## config.mk

```make
export PLATFORM = sky130hd
export DESIGN_NAME = serial_adder_ctrl
export DESIGN_NICKNAME = d
export VERILOG_FILES = /design/src/rtl/serial_adder_ctrl.sv
export SDC_FILE = /design/constraint.sdc
export NUM_CORES = 1
export LEC_CHECK = 0
export ABC_CLOCK_PERIOD_IN_PS = 1400
export CAP_MARGIN = 5
export CORE_AREA = 8 8 96 63
export DETAILED_ROUTE_END_ITERATION = 6
export DIE_AREA = 0 0 104 71
export GPL_ROUTABILITY_DRIVEN = 0
export PLACE_DENSITY = 0.72
export SLEW_MARGIN = 10
export SYNTH_ARGS = -nofsm -noshare
export SYNTH_HDL_FRONTEND = slang
export SYNTH_SLANG_ARGS = --single-unit
```

## constraint.sdc

```tcl
create_clock -name clk -period 1.4 [get_ports clk]
set_clock_uncertainty 0.1 [all_clocks]
set_input_delay 0.14 -clock clk [delete_from_list [all_inputs] [get_ports clk]]
set_output_delay 0.14 -clock clk [all_outputs]
set_load 0.1 [all_outputs]
```

## src/rtl/serial_adder_ctrl.sv

```systemverilog
// serial_adder_ctrl -- bit-serial adder controller around one full-adder cell.
//
// Accepts two WIDTH-bit operands plus carry-in with a start/in_ready handshake.
// It feeds Full_Adder_Structural one bit pair per cycle, LSB first. The running
// carry is held in a flop and the sum bits are collected in a shift register.
// The result is presented with an out_valid/out_ready handshake.
//
// Optional feature macro: SERIAL_ADD_SUB_EN
//   When defined, this adds input `sub`, which is sampled at accept.
//   With sub=1 the result is a-b mod 2^WIDTH, and cout=1 means no borrow.
//
// Ports:
//   clk, rst        clock, async active-high reset
//   start, in_ready input request handshake (in_ready high only in IDLE)
//   a, b, cin       operands and carry-in, sampled on the accept edge
//   out_valid       result held (DONE)
//   out_ready       consumer accepts result
//   sum, cout       registered result, updated only on RUN->DONE
//   busy            high in RUN

module Full_Adder_Structural (
  input  logic a,
  input  logic b,
  input  logic cin,
  output logic cout,
  output logic sum
);
  logic ab_x, ab_a, c_a;
  xor g0 (ab_x, a, b);
  xor g1 (sum, ab_x, cin);
  and g2 (ab_a, a, b);
  and g3 (c_a, ab_x, cin);
  or  g4 (cout, ab_a, c_a);
endmodule

module serial_adder_ctrl #(
  parameter int WIDTH = 8,
  localparam int CNT_W = $clog2(WIDTH)
) (
  input  logic             clk,
  input  logic             rst,
  input  logic             start,
  output logic             in_ready,
  input  logic [WIDTH-1:0] a,
  input  logic [WIDTH-1:0] b,
  input  logic             cin,
`ifdef SERIAL_ADD_SUB_EN
  input  logic             sub,
`endif
  output logic             out_valid,
  input  logic             out_ready,
  output logic [WIDTH-1:0] sum,
  output logic             cout,
  output logic             busy
);

  typedef enum logic [1:0] {IDLE = 2'd0, RUN = 2'd1, DONE = 2'd2} state_t;

  state_t state, state_nxt;

  logic [WIDTH-1:0] a_sh, b_sh;
  // Collected sum bits. It is one bit narrower than WIDTH because the final
  // bit goes straight into `sum` and never has to be stored here.
  logic [WIDTH-2:0] sum_sh;
  logic             carry;
  logic [CNT_W-1:0] cnt;

  logic             accept, last;
  logic             cell_b, cell_sum, cell_cout;
  logic [WIDTH-1:0] sum_nxt;

  assign accept = (state == IDLE) && start;
  assign last   = (cnt == CNT_W'(WIDTH - 1));

`ifdef SERIAL_ADD_SUB_EN
  logic sub_q;
  // Subtraction: a + ~b + 1. The +1 comes from carry, which is preset at accept.
  assign cell_b = b_sh[0] ^ sub_q;
`else
  assign cell_b = b_sh[0];
`endif

  Full_Adder_Structural u_fa (
    .a    (a_sh[0]),
    .b    (cell_b),
    .cin  (carry),
    .cout (cell_cout),
    .sum  (cell_sum)
  );

  // The new bit enters at the MSB, so after WIDTH shifts bit 0 holds the LSB.
  assign sum_nxt = {cell_sum, sum_sh};

  // State register
  always_ff @(posedge clk or posedge rst) begin
    if (rst) state <= IDLE;
    else     state <= state_nxt;
  end

  // Next-state logic
  always_comb begin
    state_nxt = state;
    case (state)
      IDLE:    if (start)     state_nxt = RUN;
      RUN:     if (last)      state_nxt = DONE;
      DONE:    if (out_ready) state_nxt = IDLE;
      default:                state_nxt = IDLE;
    endcase
  end

  // Output decode, from registered state only
  always_comb begin
    in_ready  = 1'b0;
    busy      = 1'b0;
    out_valid = 1'b0;
    case (state)
      IDLE:    in_ready  = 1'b1;
      RUN:     busy      = 1'b1;
      DONE:    out_valid = 1'b1;
      default: in_ready  = 1'b0;
    endcase
  end

  // Datapath
  always_ff @(posedge clk or posedge rst) begin
    if (rst) begin
      a_sh   <= '0;
      b_sh   <= '0;
      sum_sh <= '0;
      carry  <= 1'b0;
      cnt    <= '0;
      sum    <= '0;
      cout   <= 1'b0;
`ifdef SERIAL_ADD_SUB_EN
      sub_q  <= 1'b0;
`endif
    end else if (accept) begin
      a_sh  <= a;
      b_sh  <= b;
      cnt   <= '0;
`ifdef SERIAL_ADD_SUB_EN
      sub_q <= sub;
      carry <= sub ? 1'b1 : cin;
`else
      carry <= cin;
`endif
    end else if (state == RUN) begin
      a_sh   <= a_sh >> 1;
      b_sh   <= b_sh >> 1;
      sum_sh <= sum_nxt[WIDTH-1:1];
      carry  <= cell_cout;
      cnt    <= cnt + 1'b1;
      if (last) begin
        sum  <= sum_nxt;
        cout <= cell_cout;
      end
    end
  end

endmodule

```

==> impl_metrics.yaml, run 1 <==
pwr:
  power.density_mw_per_mm2: 2500
  swShare_pct: 43.0
  peakVddDrop_mv: 1.56
  power_frac_seq_pct: 28.1
  share_comb_of_total_power_pct: 60.9
  p_int_mw: 4.10
  p_switching_mw: 3.09
  leakagePower_nw: 1.31
  pwr-share-clk_pct: 11.0
grt:
  grt_pass1_vias: 1421
  track_usage_pct: 11.9
  grt-ovfl-total: 0
  grt_pass1_wl_microns: 6960
  grt_max_degree: 39
  antenna_found_initial: 0
clock_tree:
  root_buffer: "clkbuf_8"
  clk_latency_ns: 0.29
  clockBufferDepth: 2
  cts_made_buffers: 5
  path_clk_slew_ns: 0.09
  h-tree-depth: 2
  tritoncts: "yes"
  cts_sinks: 38
  ctsHoldBuffers: 0
sta:
  fin_crit_ns: 1.63
  fmax_ghz: 0.612
  maxSlewHeadroom_pct: 79.3
  grt_setup_unrepaired: "yes"
  hold_viol: 0
  worstMarginPinSlew_ns: 0.310
  period_share_pct: 117
  setup_viol: 34
  drv_slew: 0
  worst_slack_ns: -0.234
worst_setup_path:
  critPathSlowestCell: "dfrtp_1"
  worstSetupPathType: "flop to flop"
  crit_buf_inv: 4
  rr_endpoint: "sum[4]"
  crit_family: "buffers and inverters"
  r2r_slack_ns: -0.23
  worstPathMaxFanout: 10
  worstReg2RegStart: "state[0]"
  setup.worst_path.start: "state[0]"
  slowest_delay_ns: 0.41
  crit_required_ns: 1.48
  r2r_cells: 6
  cp-end-kind: "flop"
  crit_path_start_kind: "flop"
  arrival_ns: 1.71
  crit_path_cell_trace: "buf_12 > buf_6 > nand3b_1 > buf_4 > clkbuf_16 > mux2_4"
logic_synthesis:
  synth-seq-cells: 38
  synth_top_area_share_pct: 53.1
  syn_inst: 141
  synthesis.area_sq_mm: 0.00179
  synth-edff-count: 0
  yosys.area.top_type: "dfrtp_1"
  synthFlopType: "dfrtp_1"
  syn_avg_cell_area_sq_um: 12.7
  yosysMostFrequentCell: "dfrtp_1"
  ys_warn_count: 0
  synthesis.nets: 165
  synth_common_cells: "dfrtp_1 (38), inv_1 (15), mux2_4 (9), nor2_1 (9)"
  synth.distinct_cells: 30
  seq_area_frac_synth_pct: 53.1
  synthArstFlopShare_pct: 100
  netlist_top_cells_area: "dfrtp_1 (53%), mux2_4 (7.5%), a221oi_1 (3.9%)"
routing:
  vias_per_cell: 5.00
  drt_first_pass_iters: 5
  postRouteAntennaNets: 0
  drc_errors: 0
  wl_met2_microns: 1910
  dr_wl_met3_microns: 160
  drt_iter0_markers: 57
  wire_per_inst_microns: 15.8
  wirelength_met1_microns: 2150
  wl_microns: 4290
  vias: 1355
  highest_layer: "met4"
final_layout:
  drive_gt1_share_pct: 46.3
  diodes: 0
  area_growth_pct: 60.6
  instances_no_fill: 271
  utilization_pct: 60.5
  num-fill-cells: 360
  layout.nets: 228
placed_design:
  pre_cts_ws_ns: -0.197
  io_buffers: 32
  dp_cells: 247
  hpwl_microns: 2750
die:
  dieArea_sq_mm: 0.00738
  rows: 20
  fp.dieH_microns: 71
  core_area_sq_mm: 0.00475
  die_x_microns: 104
  num_io_pins: 33
  start_util_pct: 37.7
run:
  max_cap_violations: 0
worst_hold_path:
  hold_class: "primary input to async pin"
run_status:
  violations: "setup timing"
  status: "finished with violations"
-- metrics by stage --
step	setup TNS [ns]	total power, mW	hold slack [ns]	instance area, sq um
CTS	-3.36	7.05	0.0888	2760
global placement	-3.49	5.74	0.372	2450
global route	-6.04	7.58	0.135	2880
detailed placement	-4.15	5.82	0.377	2450
floorplan	-1.33	4.52	0.147	1830
finish	-3.82	7.20	0.0918	2880
-- power groups by stage --
stage / Sequential, mW / Clock, mW / Combinational, mW
2_1_floorplan: 2.80 / 0 / 1.72
3_3_place_gp: 2.01 / 0 / 3.73
3_5_place_dp: 2.04 / 0 / 3.78
4_1_cts: 2.02 / 0.813 / 4.22
5_1_grt: 2.09 / 0.866 / 4.62
6_report: 2.02 / 0.790 / 4.39
-- area by class of cell --
type	count	area, sq um	share of cell area (%)
sequential	38	952	33.1
multi-input combinational	76	878	30.5
timing repair buffer	67	801	27.8
clock buffer	6	82.6	2.87
tap	66	82.6	2.87
inverter	16	68.8	2.39
clock inverter	2	12.5	0.435
-- layout by cell type (no fill, tap or decap), drive strengths merged, types with 4 or more instances in the layout --
master         Yosys  layout
buf               11      46
dfrtp             38      38
clkdlybuf4s50      0      20
mux2              16      16
inv               16      15
nor2               9       9
a221oi             8       8
nor4b              8       8
clkbuf             0       7
nor2b              5       5
a222oi             5       5
nand2b             4       4
-- logic make-up (layout without fill, tap and decap cells) --
group	count (synthesis)	count (layout)	synth area share, %
multiplexers	17	17	12.5
AND/OR/NAND/NOR	33	33	12.6
buffers and inverters	27	91	7.26
adder cells (fa/ha/maj)	3	3	2.51
flip-flops	38	38	53.1
AO/OA/AOI/OAI	23	23	12.1
-- worst reg2reg max path, stage by stage, from the launching register on --
cell,delay (ns)
dfrtp_1,0.41
buf_12,0.13
buf_6,0.14
nand3b_1,0.13
buf_4,0.17
clkbuf_16,0.15
mux2_4,0.29
-- registers in the layout (all words and copies together) (netlist names) --
name    count
a_sh        8
b_sh        8
sum         8
sum_sh      7
cnt         3
state       2
carry       1
cout        1
-- layer usage --
metal | track usage [%] | up-vias
met1 | 15.4 | 676
met2 | 17.1 | 35
met3 | 4.44 | 7
li1 | - | 637
met5 | 0 | -
met4 | 5.58 | 0
-- worst max path at each step --
stage                     cells past startpoint         to  slack, ns
after floorplan                               3    b_sh[0]      -0.13
after global placement                        3    a_sh[6]      -0.17
after detailed placement                      4    a_sh[1]      -0.20
after CTS                                     5  out_valid      -0.19
after global routing                          6     sum[4]      -0.29
final                                         6     sum[4]      -0.23
-- timing repair --
item | 4_1_cts | 5_1_grt
gates cloned | 0 | 1
gates resized for setup | 23 | 11
endpoints found under the setup margin | 28 | 39
buffers inserted | 11 | 4
pin swaps | 6 | 7
(Power assumes the default switching activity.)
==> run 2: changes to the inputs <==
--- a/config.mk
+++ b/config.mk
@@ -12,7 +12,6 @@
 export DIE_AREA = 0 0 104 71
 export GPL_ROUTABILITY_DRIVEN = 0
 export PLACE_DENSITY = 0.72
-export SLEW_MARGIN = 10
 export SYNTH_ARGS = -nofsm -noshare
 export SYNTH_HDL_FRONTEND = slang
 export SYNTH_SLANG_ARGS = --single-unit
==> constraint.sdc (replaced) <==
create_clock -name clk -period 1.4 [get_ports clk]
set_clock_uncertainty 0.1 [all_clocks]
set_input_delay 0.28 -clock clk [delete_from_list [all_inputs] [get_ports clk]]
set_output_delay 0.28 -clock clk [all_outputs]
set_load 0.1 [all_outputs]
==> run 2 against run 1 <==
Critical path type is now flop to output pin. Largest cell class unchanged. Count of clock-buffer cells in the layout unchanged. Cell count decreased by 2.6%. The run still ends with setup timing left. Hold slack gained 0.15 ns. Sequential cell count unchanged. Via count shrank 2.0%. Power increased by 5.5%. Core utilization rose by 0.63 points. Critical endpoint is now in_ready.
==> impl_metrics.yaml, run 2 (synthesized netlist as in run 1, its figures left out) <==
routing:
  drt_first_pass_iters: 5
  vias: 1328
  drt_iter0_markers: 78
  wl_microns: 4350
  drc_errors: 0
  vias_per_cell: 5.03
  postRouteAntennaNets: 0
  wire_per_inst_microns: 16.5
sta:
  period_share_pct: 114
  worst_slack_ns: -0.203
  fmax_ghz: 0.624
  worstMarginPinSlew_ns: 0.296
  maxSlewHeadroom_pct: 80.3
  fin_crit_ns: 1.60
  hold_viol: 0
  drv_slew: 0
  holdWs_ns: 0.245
  grt_setup_unrepaired: "yes"
  setup_viol: 24
pwr:
  p_total_mw: 7.59
  pwr-share-clk_pct: 15.1
  share_comb_of_total_power_pct: 58.4
  p_switching_mw: 3.12
  peakVddDrop_mv: 1.21
  power.density_mw_per_mm2: 2610
  leakagePower_nw: 1.32
  swShare_pct: 41.2
  power_frac_seq_pct: 26.5
  p_int_mw: 4.47
clock_tree:
  h-tree-depth: 2
  path_clk_slew_ns: 0.07
  cts_made_buffers: 5
  clockBufferDepth: 2
  clk_latency_ns: 0.29
  root_buffer: "clkbuf_8"
  tritoncts: "yes"
  cts_sinks: 38
worst_setup_path:
  worstSetupPathType: "flop to output pin"
  crit_required_ns: 1.02
  worstReg2RegStart: "cnt[0]"
  worstPathMaxFanout: 6
  cp-end-kind: "output pin"
  setup.worst_path.start: "state[1]"
  crit_path_start_kind: "flop"
  arrival_ns: 1.22
final_layout:
  drive_gt1_share_pct: 44.4
  largestRegisters: "a_sh: 8 flops, b_sh: 8 flops, sum: 8 flops"
  final_cell_mix: "dfrtp_1 (37), clkdlybuf4s50_1 (19), buf_12 (16)"
  diodes: 0
  num-fill-cells: 366
  final_common_cell: "dfrtp_1"
  instances_no_fill: 264
  layout.nets: 221
  area_growth_pct: 62.3
placed_design:
  hpwl_microns: 2710
  io_buffers: 32
  dp_cells: 248
die:
  die_x_microns: 104
  rows: 20
  start_util_pct: 37.7
  dieArea_sq_mm: 0.00738
  num_io_pins: 33
  fp.dieH_microns: 71
  core_area_sq_mm: 0.00475
grt:
  track_usage_pct: 11.1
  grt-ovfl-total: 0
  grt_pass1_vias: 1306
  antenna_found_initial: 0
  grt_pass1_wl_microns: 6600
  grt_max_degree: 39
worst_hold_path:
  hold_class: "primary input to async pin"
run_status:
  violations: "setup timing"
  status: "finished with violations"
run:
  max_cap_violations: 0
run 2: cell types whose count changed in the layout (fill, tap and decap cells not counted), sizes merged:
cell           before  now
clkdlybuf4s50      20   19
buf                46   39
dlygate4sd2         0    1
clkinv              1    0
bufinv              0    2
clkinvlp            2    1
run 2: final cells by class:
type                    instances  area [sq um]  share of cell area [%]
flip-flops and latches         38           952                    32.7
multi-input cells              76           911                    31.3
repair buffers                 60           751                    25.8
clock buffers                   6          82.6                    2.84
well taps                      66          82.6                    2.84
inverters                      16          68.8                    2.37
clock inverters                 2          60.1                    2.07
run 2: worst paths after layout:
check,cells after the start,end,slack [ns]
setup / recovery,3,in_ready,-0.20
hold / removal,3,sum[1],0.24
setup reg to reg,5,sum[6],-0.16
hold reg to reg,1,sum_sh[0],0.40
max in group asynchronous,3,state[1],0.75
min in group clk,1,sum_sh[0],0.40
run 2: critical path, stage by stage (launching register included):
cell and delay (ns):
dfrtp_2 0.45, buf_6 0.14, nor2_4 0.15, buf_12 0.19
run 2: stage by stage:
| step | cell area (sq um) | setup WS [ns] | TNS, ns | util [%] |
|---|---|---|---|---|
| floorplan | 1840 | -0.196 | -1.71 | - |
| global placement | 2460 | -0.275 | -5.56 | 51.7 |
| detailed placement | 2460 | -0.332 | -7.03 | 51.7 |
| CTS | 2750 | -0.195 | -2.90 | 57.7 |
| global route | 2910 | -0.231 | -3.85 | 61.2 |
| finish | 2910 | -0.203 | -2.91 | 61.2 |
run 2: power groups by stage:
stage          Clock, mW  Sequential, mW  Combinational (mW)
6_report            1.15            2.01                4.43
5_1_grt             1.20            2.08                4.64
4_1_cts             1.15            2.01                4.04
3_5_place_dp           0            2.02                3.80
3_3_place_gp           0            2.01                3.75
2_1_floorplan          0            2.80                1.75
run 2: routing by layer:
metal / GRT usage (%) / wire length (microns)
met1: 15.5 / 2150
met2: 14.9 / 1920
met3: 3.45 / 190
met4: 5.26 / 98
met5: 0 / 0
run 2: what timing repair did:
action	CTS	global route
hold buffers	0	0
gates resized for setup	19	22
buffers inserted	6	1
pin swaps	16	4
gates cloned	0	1
endpoints found under the setup margin	30	35
